$ cat config.mk
export PLATFORM = sky130hd
export DESIGN_NAME = add_num_ccip_sequencer
export DESIGN_NICKNAME = d
export VERILOG_FILES = /design/src/rtl/add_num_pkg.sv /design/src/rtl/add_num_ccip_sequencer.sv
export SDC_FILE = /design/constraint.sdc
export NUM_CORES = 1
export LEC_CHECK = 0
export ABC_CLOCK_PERIOD_IN_PS = 2200
export BUFFER_PORTS_ARGS = -buffer_cell sky130_fd_sc_hd__buf_2
export CORE_AREA = 2 2 505 507
export CTS_CLUSTER_DIAMETER = 100
export DETAILED_ROUTE_END_ITERATION = 6
export DIE_AREA = 0 0 507 509
export PLACE_DENSITY = 0.3
export SLEW_MARGIN = 5
export SYNTH_ARGS = -nofsm -noshare
export SYNTH_HDL_FRONTEND = slang
export SYNTH_SLANG_ARGS = --single-unit
$ cat constraint.sdc
create_clock -name clk -period 2.2 [get_ports clk]
set_clock_uncertainty 0.15 [all_clocks]
set_input_delay 0.22 -clock clk [delete_from_list [all_inputs] [get_ports clk]]
set_output_delay 0.22 -clock clk [all_outputs]
set_load 0.02 [all_outputs]
$ cat src/rtl/add_num_pkg.sv
// Shared types and defaults for the add-two-numbers CCI-P sequencer.
package add_num_pkg;

    localparam int DEF_OPND_W  = 8;
    localparam int DEF_OPA_LSB = 8;
    localparam int DEF_OPB_LSB = 16;

    typedef logic [DEF_OPND_W-1:0] t_operand;

    typedef enum logic [2:0] {
        IDLE,
        RD_REQ,
        RD_WAIT,
        ADD,
        WR_REQ,
        WR_WAIT,
        DONE
    } t_seq_state;

endpackage

$ cat src/rtl/add_num_ccip_sequencer.sv
// Sequences one CCI-P transaction: c0 read of the operand line, add A+B, c1 write of the sum,
// wait for the write ack. One transaction in flight; per-wait-state timeout aborts to IDLE.
module add_num_ccip_sequencer
    import add_num_pkg::*;
#(
    parameter int ADDR_W      = 42,
    parameter int DATA_W      = 512,
    parameter int MDATA_W     = 16,
    parameter int OPND_W      = DEF_OPND_W,
    parameter int OPA_LSB     = DEF_OPA_LSB,
    parameter int OPB_LSB     = DEF_OPB_LSB,
    parameter int TIMEOUT_CYC = 4096
) (
    input  logic               clk,
    input  logic               reset_n,
    input  logic               start,
    input  logic [ADDR_W-1:0]  src_addr,
    input  logic [ADDR_W-1:0]  dst_addr,
    input  logic               c0_almfull,
    output logic               rd_req_valid,
    output logic [ADDR_W-1:0]  rd_req_addr,
    output logic [MDATA_W-1:0] rd_req_mdata,
    input  logic               rd_rsp_valid,
    input  logic [MDATA_W-1:0] rd_rsp_mdata,
    input  logic [DATA_W-1:0]  rd_rsp_data,
    input  logic               c1_almfull,
    output logic               wr_req_valid,
    output logic [ADDR_W-1:0]  wr_req_addr,
    output logic [MDATA_W-1:0] wr_req_mdata,
    output logic [DATA_W-1:0]  wr_req_data,
    input  logic               wr_rsp_valid,
    input  logic [MDATA_W-1:0] wr_rsp_mdata,
    output logic               busy,
    output logic               done,
    output logic               error,
    output logic [OPND_W:0]    result,
    output logic [31:0]        txn_count
);

    localparam int TO_W = $clog2(TIMEOUT_CYC + 1);

    t_seq_state         state_q, state_d;
    logic [ADDR_W-1:0]  src_q, src_d, dst_q, dst_d;
    logic [OPND_W-1:0]  opa_q, opa_d, opb_q, opb_d;
    logic [MDATA_W-1:0] tag_q, tag_d;
    logic [TO_W-1:0]    to_cnt_q, to_cnt_d;
    logic               timeout_hit;

    logic               rd_req_valid_q, rd_req_valid_d;
    logic [ADDR_W-1:0]  rd_req_addr_q, rd_req_addr_d;
    logic [MDATA_W-1:0] rd_req_mdata_q, rd_req_mdata_d;
    logic               wr_req_valid_q, wr_req_valid_d;
    logic [ADDR_W-1:0]  wr_req_addr_q, wr_req_addr_d;
    logic [MDATA_W-1:0] wr_req_mdata_q, wr_req_mdata_d;
    logic [DATA_W-1:0]  wr_req_data_q, wr_req_data_d;
    logic               done_q, done_d;
    logic               error_q, error_d;
    logic [OPND_W:0]    result_q, result_d;
    logic [31:0]        txn_count_q, txn_count_d;

    // Only the operand fields of the response line are consumed.
    logic unused_rsp_bits;
    assign unused_rsp_bits = ^rd_rsp_data;

    // Wait-state cycle counter; zero on every cycle outside a wait state, so it is clear on entry.
    always_comb begin
        to_cnt_d = '0;
        if (state_q == RD_WAIT || state_q == WR_WAIT) begin
            to_cnt_d = to_cnt_q + TO_W'(1);
        end
    end

    always_ff @(posedge clk) begin
        if (!reset_n) begin
            to_cnt_q <= '0;
        end else begin
            to_cnt_q <= to_cnt_d;
        end
    end

    assign timeout_hit = (to_cnt_q == TO_W'(TIMEOUT_CYC - 1));

    always_comb begin
        state_d        = state_q;
        src_d          = src_q;
        dst_d          = dst_q;
        opa_d          = opa_q;
        opb_d          = opb_q;
        tag_d          = tag_q;
        rd_req_valid_d = 1'b0;
        rd_req_addr_d  = rd_req_addr_q;
        rd_req_mdata_d = rd_req_mdata_q;
        wr_req_valid_d = 1'b0;
        wr_req_addr_d  = wr_req_addr_q;
        wr_req_mdata_d = wr_req_mdata_q;
        wr_req_data_d  = wr_req_data_q;
        done_d         = 1'b0;
        error_d        = error_q;
        result_d       = result_q;
        txn_count_d    = txn_count_q;

        case (state_q)
            IDLE: begin
                if (start) begin
                    src_d   = src_addr;
                    dst_d   = dst_addr;
                    error_d = 1'b0;
                    state_d = RD_REQ;
                end
            end
            RD_REQ: begin
                if (!c0_almfull) begin
                    rd_req_valid_d = 1'b1;
                    rd_req_addr_d  = src_q;
                    rd_req_mdata_d = tag_q;
                    state_d        = RD_WAIT;
                end
            end
            RD_WAIT: begin
                if (rd_rsp_valid && rd_rsp_mdata == tag_q) begin
                    opa_d   = rd_rsp_data[OPA_LSB +: OPND_W];
                    opb_d   = rd_rsp_data[OPB_LSB +: OPND_W];
                    state_d = ADD;
                end else if (timeout_hit) begin
                    error_d = 1'b1;
                    state_d = IDLE;
                end
            end
            ADD: begin
                result_d = {1'b0, opa_q} + {1'b0, opb_q};
                state_d  = WR_REQ;
            end
            WR_REQ: begin
                // The write carries the next tag so its ack is distinguishable from the read's.
                if (!c1_almfull) begin
                    wr_req_valid_d = 1'b1;
                    wr_req_addr_d  = dst_q;
                    wr_req_mdata_d = tag_q + MDATA_W'(1);
                    wr_req_data_d  = {{(DATA_W - OPND_W - 1){1'b0}}, result_q};
                    tag_d          = tag_q + MDATA_W'(1);
                    state_d        = WR_WAIT;
                end
            end
            WR_WAIT: begin
                if (wr_rsp_valid && wr_rsp_mdata == tag_q) begin
                    state_d = DONE;
                end else if (timeout_hit) begin
                    error_d = 1'b1;
                    state_d = IDLE;
                end
            end
            DONE: begin
                done_d      = 1'b1;
                txn_count_d = txn_count_q + 32'd1;
                tag_d       = tag_q + MDATA_W'(1);
                state_d     = IDLE;
            end
            default: state_d = IDLE;
        endcase
    end

    always_ff @(posedge clk) begin
        if (!reset_n) begin
            state_q        <= IDLE;
            src_q          <= '0;
            dst_q          <= '0;
            opa_q          <= '0;
            opb_q          <= '0;
            tag_q          <= '0;
            rd_req_valid_q <= 1'b0;
            rd_req_addr_q  <= '0;
            rd_req_mdata_q <= '0;
            wr_req_valid_q <= 1'b0;
            wr_req_addr_q  <= '0;
            wr_req_mdata_q <= '0;
            wr_req_data_q  <= '0;
            done_q         <= 1'b0;
            error_q        <= 1'b0;
            result_q       <= '0;
            txn_count_q    <= '0;
        end else begin
            state_q        <= state_d;
            src_q          <= src_d;
            dst_q          <= dst_d;
            opa_q          <= opa_d;
            opb_q          <= opb_d;
            tag_q          <= tag_d;
            rd_req_valid_q <= rd_req_valid_d;
            rd_req_addr_q  <= rd_req_addr_d;
            rd_req_mdata_q <= rd_req_mdata_d;
            wr_req_valid_q <= wr_req_valid_d;
            wr_req_addr_q  <= wr_req_addr_d;
            wr_req_mdata_q <= wr_req_mdata_d;
            wr_req_data_q  <= wr_req_data_d;
            done_q         <= done_d;
            error_q        <= error_d;
            result_q       <= result_d;
            txn_count_q    <= txn_count_d;
        end
    end

    assign rd_req_valid = rd_req_valid_q;
    assign rd_req_addr  = rd_req_addr_q;
    assign rd_req_mdata = rd_req_mdata_q;
    assign wr_req_valid = wr_req_valid_q;
    assign wr_req_addr  = wr_req_addr_q;
    assign wr_req_mdata = wr_req_mdata_q;
    assign wr_req_data  = wr_req_data_q;
    assign busy         = (state_q != IDLE);
    assign done         = done_q;
    assign error        = error_q;
    assign result       = result_q;
    assign txn_count    = txn_count_q;

endmodule

==> results.py, run 1 <==
metrics = {
    "clocking": {
        "clk_pin_slew_worst_paths_ns": 0.05,
        "tritoncts.num_buffers": 49,
        "cts_num_sinks": 302,
        "cts_tree": "done",
        "cts_max_level": 2,
        "clkLatencyLatePin_ns": 0.66,
        "clockBufferDepth": 3,
        "cts_root_buffer": "clkbuf_16",
    },
    "route": {
        "drtAntennaViolNets": 0,
        "drt-total-wl_mm": 67.9,
        "topRoutingLayerUsed": "met5",
        "drt_iter0_markers": 478,
        "wl_met2_mm": 33.1,
        "route.detailed.drc": 0,
        "dr_wl_met3_mm": 4.81,
        "vias_per_cell": 2.23,
        "vias": 13100,
        "routedWlPerCell_um": 11.6,
        "firstDrtPassIters": 5,
        "wl_met1_mm": 27.9,
    },
    "global_route": {
        "grt_pass1_vias": 11700,
        "grt_usage_pct": 5.00,
        "grt_remaining_overflow": 0,
        "grt_max_degree": 60,
        "antenna_found_initial": 32,
        "grt_pass1_wl_mm": 90.4,
    },
    "worst_setup_path": {
        "path_max_fanout": 16,
        "critPathKind": "flop to flop",
        "start_kind": "flop",
        "cp.required_ns": 2.56,
        "critPathMaxStageDelay_ns": 0.47,
        "rrSetupSlack_ns": 0.09,
        "crit_top_cell": "buf_4",
        "end_kind": "flop",
        "cp_cell_sequence": "xor2_1 > nor4_4 > buf_4 > nand4_1 > buf_4 > buf_12 > mux2i_1 > nor2_1",
        "arrival_ns": 2.48,
        "crit_path_top_delay_cell": "nor4_4",
    },
    "synth": {
        "netlist_area_um2": 15700,
        "ys_seq_area_share_pct": 38.6,
        "synth.largest_area_cell": "dfxtp_1",
        "yosys.area.top_type_share_pct": 38.6,
        "synth_cell_types": 51,
        "ys_top_cells_by_area": "dfxtp_1 39%, buf_4 24%, nand2_1 10%",
        "async_reset_ff_share_pct": 0,
        "synth-main-ff-cell": "dfxtp_1",
        "yosys_warnings": 0,
        "netlist_instances": 1961,
        "synth_seq_cells": 302,
        "synth-edff-count": 0,
        "syn-mean-instance-area_um2": 7.99,
    },
    "placed_design": {
        "dp_hpwl_mm": 53.0,
        "dpl_cell_area_um2": 20300,
        "io_buffer_count": 309,
        "placed_cells": 5650,
        "gp_congestion": 0.699,
    },
    "floorplanning": {
        "dieHeight_um": 509,
        "initial_core_util_pct": 6.20,
        "dieWidth_um": 507,
        "die-area_um2": 258000,
        "coreArea_um2": 253000,
        "num_rows": 185,
        "ioPinCount": 1309,
    },
    "layout": {
        "final_nets": 3089,
        "area_growth_syn_to_layout_pct": 48.0,
        "fin_area_um2": 23200,
        "layout-drive-gt1-share_pct": 22.0,
        "final_cells": 5861,
        "fin_util_pct": 9.17,
    },
    "sta": {
        "worstMarginPinSlew_ns": 0.527,
        "fmax_mhz": 473,
        "rsz0062_at_grt": "yes",
        "finalMaxSlewViolations": 0,
        "fin_crit_sh_pct": 96.1,
        "final_hold_viol_count": 0,
        "fin_tns_setup_ns": 0,
        "setup_violations": 0,
        "post-route-min-period_ns": 2.11,
        "relSlewSlack_pct": 64.8,
    },
    "status": {
        "status": "finished clean",
    },
    "flow_run": {
        "maxCapViolations": 0,
    },
    "power_and_ir_drop": {
        "leakage_nw": 9.14,
        "p_per_area_nw_per_um2": 658,
        "ir_worst_vdd_mv": 0.545,
    },
    "worst_hold_path": {
        "min_path_type": "primary input to flop",
    },
}
-- synthesized netlist by cell type, types with 2 or more instances --
cell	number
nor2_1	99
nor4_2	3
nand2_1	434
nor2b_1	8
clkbuf_1	57
ha_1	11
nor4b_1	2
xnor2_1	50
buf_1	4
or3_1	10
o21a_1	4
nor4_1	2
o21ai_0	18
nand3_1	31
nand2b_1	3
a31oi_1	2
nor3_1	11
and4_1	6
a21oi_1	220
and2_1	8
buf_4	507
o41ai_1	2
dfxtp_1	302
and3_1	4
xor2_1	48
inv_1	10
buf_2	39
a211oi_1	12
nand4_1	16
nand3b_1	2
mux2i_1	16
-- power breakdown --
| part | switching [mW] | total, mW | internal (mW) |
|---|---|---|---|
| clock | 3.22 | 7.83 | 4.61 |
| sequential | 0.0578 | 5.65 | 5.59 |
| combinational | 1.33 | 1.79 | 0.458 |
-- worst paths after layout --
kind / from / endpoint / depth (start not counted)
worst max-delay path: tag_q[14] / opb_q[3] / 8
worst min-delay path: rd_rsp_mdata[12] / state_q[0] / 6
worst max register to register: tag_q[14] / opb_q[3] / 8
worst min register to register: wr_req_addr[11] / wr_req_addr[11] / 2
-- per-layer routing --
layer  vias up  track usage [%]
met4        12             1.58
met1      5915             5.81
li1       6294                -
met3       117             1.44
met2       722             8.78
met5         -                0
-- critical path, delay by kind of cell, from the launching register on --
kind / cells / cell delay (ns)
buffers and inverters: 3 / 0.51
AND/OR/NAND/NOR: 3 / 0.59
XOR/XNOR: 1 / 0.20
multiplexers: 1 / 0.16
flip-flops: 1 / 0.36
-- placed cells by master, fill, tap and decap left out, types with 3 or more instances in the layout --
master,count
nor3_1,7
mux2i_1,16
nor2b_1,8
inv_1,10
nand3_1,31
a21oi_1,219
buf_4,95
and4_1,6
buf_12,25
and2_1,6
or3_1,8
dlygate4sd3_1,104
o21a_1,4
nand2b_1,3
dfxtp_4,4
xor2_1,48
dfxtp_2,7
nor2_1,99
and3_1,4
buf_2,308
xnor2_1,49
dfxtp_1,291
a211oi_1,12
nand2_1,433
conb_1,503
clkbuf_8,9
clkinv_4,4
nand4_1,16
buf_6,3
inv_6,8
nor3_2,4
clkbuf_16,49
clkbuf_1,15
nor4_4,3
o21ai_0,17
diode_2,12
ha_1,10
-- layout make-up --
| cell class | instances | area (um2) |
|---|---|---|
| timing repair buffer | 535 | 3830 |
| antenna | 12 | 30.0 |
| tap | 3366 | 4210 |
| clock buffer | 73 | 1410 |
| inverter | 11 | 48.8 |
| sequential | 302 | 6070 |
| multi-input combinational | 1543 | 7370 |
| clock inverter | 19 | 220 |
| fill | 29600 | 230000 |
-- state kept, by name, summed over array words and instances, names as in the netlist --
name / flops
dst_q: 42
rd_req_addr: 42
src_q: 42
wr_req_addr: 42
txn_count: 32
rd_req_mdata: 16
tag_q: 16
wr_req_mdata: 16
to_cnt_q: 13
result: 9
wr_req_data: 9
opa_q: 8
opb_q: 8
state_q: 3
done: 1
error: 1
rd_req_valid: 1
wr_req_valid: 1
-- kinds of logic (layout without fill, tap and decap cells) --
family,after synthesis,after routing,share of synthesized area (%)
AND/OR/NAND/NOR,649,649,17.7
buffers and inverters,618,638,27.3
flip-flops,302,302,38.6
AO/OA/AOI/OAI,265,265,8.94
XOR/XNOR,98,98,5.48
multiplexers,16,16,1.02
adder cells (fa/ha/maj),12,12,1.01
other,1,515,0.0239
-- per-stage QoR --
step	total power [mW]	hold WS (ns)	setup WS (ns)
floorplan	7.56	0.206	0.232
global placement	7.40	0.288	-0.596
detailed placement	7.40	0.294	-0.549
CTS	15.8	0.00471	-0.0102
global route	16.1	0.0811	-0.0153
finish	15.3	0.0793	0.0862
-- what timing repair did --
item / CTS / global route
pin swaps: 2 / 5
hold buffers: 104 / 0
gates cloned: 0 / 0
setup buffers: 3 / 1
setup endpoints to repair: 152 / 38
gates resized for setup: 26 / 14
hold endpoints to repair: 114 / 0
(Power assumes the default switching activity.)
==> run 2, diff against run 1 <==
--- a/config.mk
+++ b/config.mk
@@ -5,12 +5,12 @@
 export SDC_FILE = /design/constraint.sdc
 export NUM_CORES = 1
 export LEC_CHECK = 0
-export ABC_CLOCK_PERIOD_IN_PS = 2200
+export ABC_CLOCK_PERIOD_IN_PS = 2450
 export BUFFER_PORTS_ARGS = -buffer_cell sky130_fd_sc_hd__buf_2
-export CORE_AREA = 2 2 505 507
+export CORE_AREA = 2 2 516 518
 export CTS_CLUSTER_DIAMETER = 100
 export DETAILED_ROUTE_END_ITERATION = 6
-export DIE_AREA = 0 0 507 509
+export DIE_AREA = 0 0 518 520
 export PLACE_DENSITY = 0.3
 export SLEW_MARGIN = 5
 export SYNTH_ARGS = -nofsm -noshare
==> constraint.sdc (replaced) <==
create_clock -name clk -period 2.45 [get_ports clk]
set_clock_uncertainty 0.15 [all_clocks]
set_input_delay 0.245 -clock clk [delete_from_list [all_inputs] [get_ports clk]]
set_output_delay 0.245 -clock clk [all_outputs]
set_load 0.02 [all_outputs]
==> results.py, run 2 (synthesized netlist as in run 1, its figures left out) <==
metrics = {
    "status": {
        "status": "finished clean",
    },
    "layout": {
        "final_nets": 3061,
        "fin_area_um2": 23100,
        "fillerInstances": 30900,
        "mostFrequentLayoutCell": "conb_1",
        "area_growth_syn_to_layout_pct": 47.3,
        "final_cells": 6001,
        "layout-drive-gt1-share_pct": 20.8,
        "final_cell_mix": "503 x conb_1, 433 x nand2_1, 308 x buf_2, 299 x dfxtp_1, 219 x a21oi_1",
    },
    "worst_setup_path": {
        "cp.required_ns": 2.84,
        "path_delay_family": "buffers and inverters",
        "path_max_fanout": 18,
        "cp.depth": 9,
        "end_kind": "flop",
        "cp-startpoint": "tag_q[0]",
        "critPathMaxStageDelay_ns": 0.42,
        "rrSetupSlack_ns": 0.17,
        "reg2regPathDepth": 9,
        "critPathKind": "flop to flop",
        "crit_buf_inv": 3,
        "timing.rr.start": "tag_q[0]",
        "arrival_ns": 2.66,
        "start_kind": "flop",
        "reg2reg_to": "state_q[1]",
        "cp-endpoint": "state_q[1]",
        "crit_path_top_delay_cell": "dfxtp_1",
        "cp_cell_sequence": "buf_4 > xnor2_1 > nand4_1 > nor2_1 > buf_4 > nand4_1 > buf_6 > o21a_1 > a211oi_1",
    },
    "floorplanning": {
        "ioPinCount": 1309,
        "dieWidth_um": 518,
        "coreArea_um2": 264000,
        "num_rows": 189,
        "initial_core_util_pct": 5.94,
        "dieHeight_um": 520,
        "die-area_um2": 269000,
    },
    "power_and_ir_drop": {
        "finalPower_mw": 14.0,
        "leakage_nw": 8.96,
        "ir_worst_vdd_mv": 0.471,
        "p_per_area_nw_per_um2": 605,
    },
    "route": {
        "drt-total-wl_mm": 69.5,
        "vias_per_cell": 2.15,
        "firstDrtPassIters": 5,
        "routedWlPerCell_um": 11.6,
        "vias": 12900,
        "drt_iter0_markers": 416,
        "drtAntennaViolNets": 0,
        "route.detailed.drc": 0,
    },
    "global_route": {
        "grt_remaining_overflow": 0,
        "grt_usage_pct": 4.94,
        "antenna_found_initial": 33,
        "grt_max_degree": 89,
        "grt_pass1_wl_mm": 93.1,
        "grt_pass1_vias": 11600,
    },
    "sta": {
        "setup_violations": 0,
        "fin_tns_setup_ns": 0,
        "finalMaxSlewViolations": 0,
        "post-route-min-period_ns": 2.28,
        "final_hold_viol_count": 0,
        "worstMarginPinSlew_ns": 0.748,
        "fin_crit_sh_pct": 92.9,
        "worst_slack_ns": 0.174,
        "relSlewSlack_pct": 50.1,
        "fmax_mhz": 439,
    },
    "flow_run": {
        "maxCapViolations": 0,
    },
    "placed_design": {
        "gp_congestion": 0.705,
        "dp_hpwl_mm": 54.2,
        "dp_slack_ns": -0.0579,
        "dpl_cell_area_um2": 20300,
        "io_buffer_count": 309,
        "placed_cells": 5793,
    },
    "clocking": {
        "cts_num_sinks": 302,
        "cts_tree": "done",
        "clockBufferDepth": 3,
        "cts_setup_buffers": 0,
        "tritoncts.num_buffers": 48,
        "clk_pin_slew_worst_paths_ns": 0.06,
        "cts_root_buffer": "clkbuf_16",
        "clkLatencyLatePin_ns": 0.67,
        "cts_max_level": 2,
    },
    "worst_hold_path": {
        "min_path_type": "primary input to flop",
    },
}
-- run 2: worst min path at each step --
| stage | from | slack (ns) | depth (start not counted) | endpoint |
|---|---|---|---|---|
| 6_report | start | 0.05 | 4 | error |
| 5_1_grt | start | 0.03 | 4 | error |
| 4_1_cts | start | 0.0004 | 4 | error |
| 3_5_place_dp | src_q[20] | 0.29 | 2 | rd_req_addr[20] |
| 3_3_place_gp | dst_q[21] | 0.29 | 2 | wr_req_addr[21] |
| 2_1_floorplan | dst_addr[0] | 0.23 | 2 | dst_q[0] |
-- run 2: what timing repair did --
item	CTS	global route
gates resized for setup	10	8
setup endpoints to repair	15	21
endpoints found under the hold margin	104	0
hold buffers	104	0
-- run 2: stage by stage --
stage / utilization, % / hold WS, ns
final: 8.74 / 0.0452
after global routing: 8.73 / 0.0277
after CTS: 8.72 / 0.000433
after detailed placement: 7.68 / 0.292
after global placement: 7.68 / 0.286
after floorplan: - / 0.231
-- run 2: report_power, final --
part           leakage (nW)  internal (mW)  switching, mW  total [mW]
Combinational          5.71          0.406           1.18        1.59
Clock                 0.803           4.34           2.95        7.29
Sequential             2.45           5.02         0.0555        5.07
Total                  8.96           9.76           4.19        14.0
-- run 2: worst register-to-register path: stages, from the launching register on --
cell	delay (ns)
dfxtp_1	0.42
buf_4	0.24
xnor2_1	0.15
nand4_1	0.17
nor2_1	0.15
buf_4	0.15
nand4_1	0.14
buf_6	0.22
o21a_1	0.15
a211oi_1	0.22
-- run 2: area by class of cell --
cell class	instances	area [um2]	area share, %
diodes	15	37.5	0.163
clock buffers	64	1310	5.68
clock inverters	25	333	1.44
inverters	11	48.8	0.211
multi-input cells	1543	7310	31.7
flip-flops and latches	302	6050	26.2
well taps	3533	4420	19.2
repair buffers	508	3560	15.4
-- run 2: per-layer routing --
layer  vias to the layer above  routed length (um)  GRT usage, %
met2                       704               34900          8.80
met5                         -                  25             0
met4                         4                2580          2.21
met1                      5834               27000          5.48
met3                       111                4920          1.27
li1                       6257                   -             -
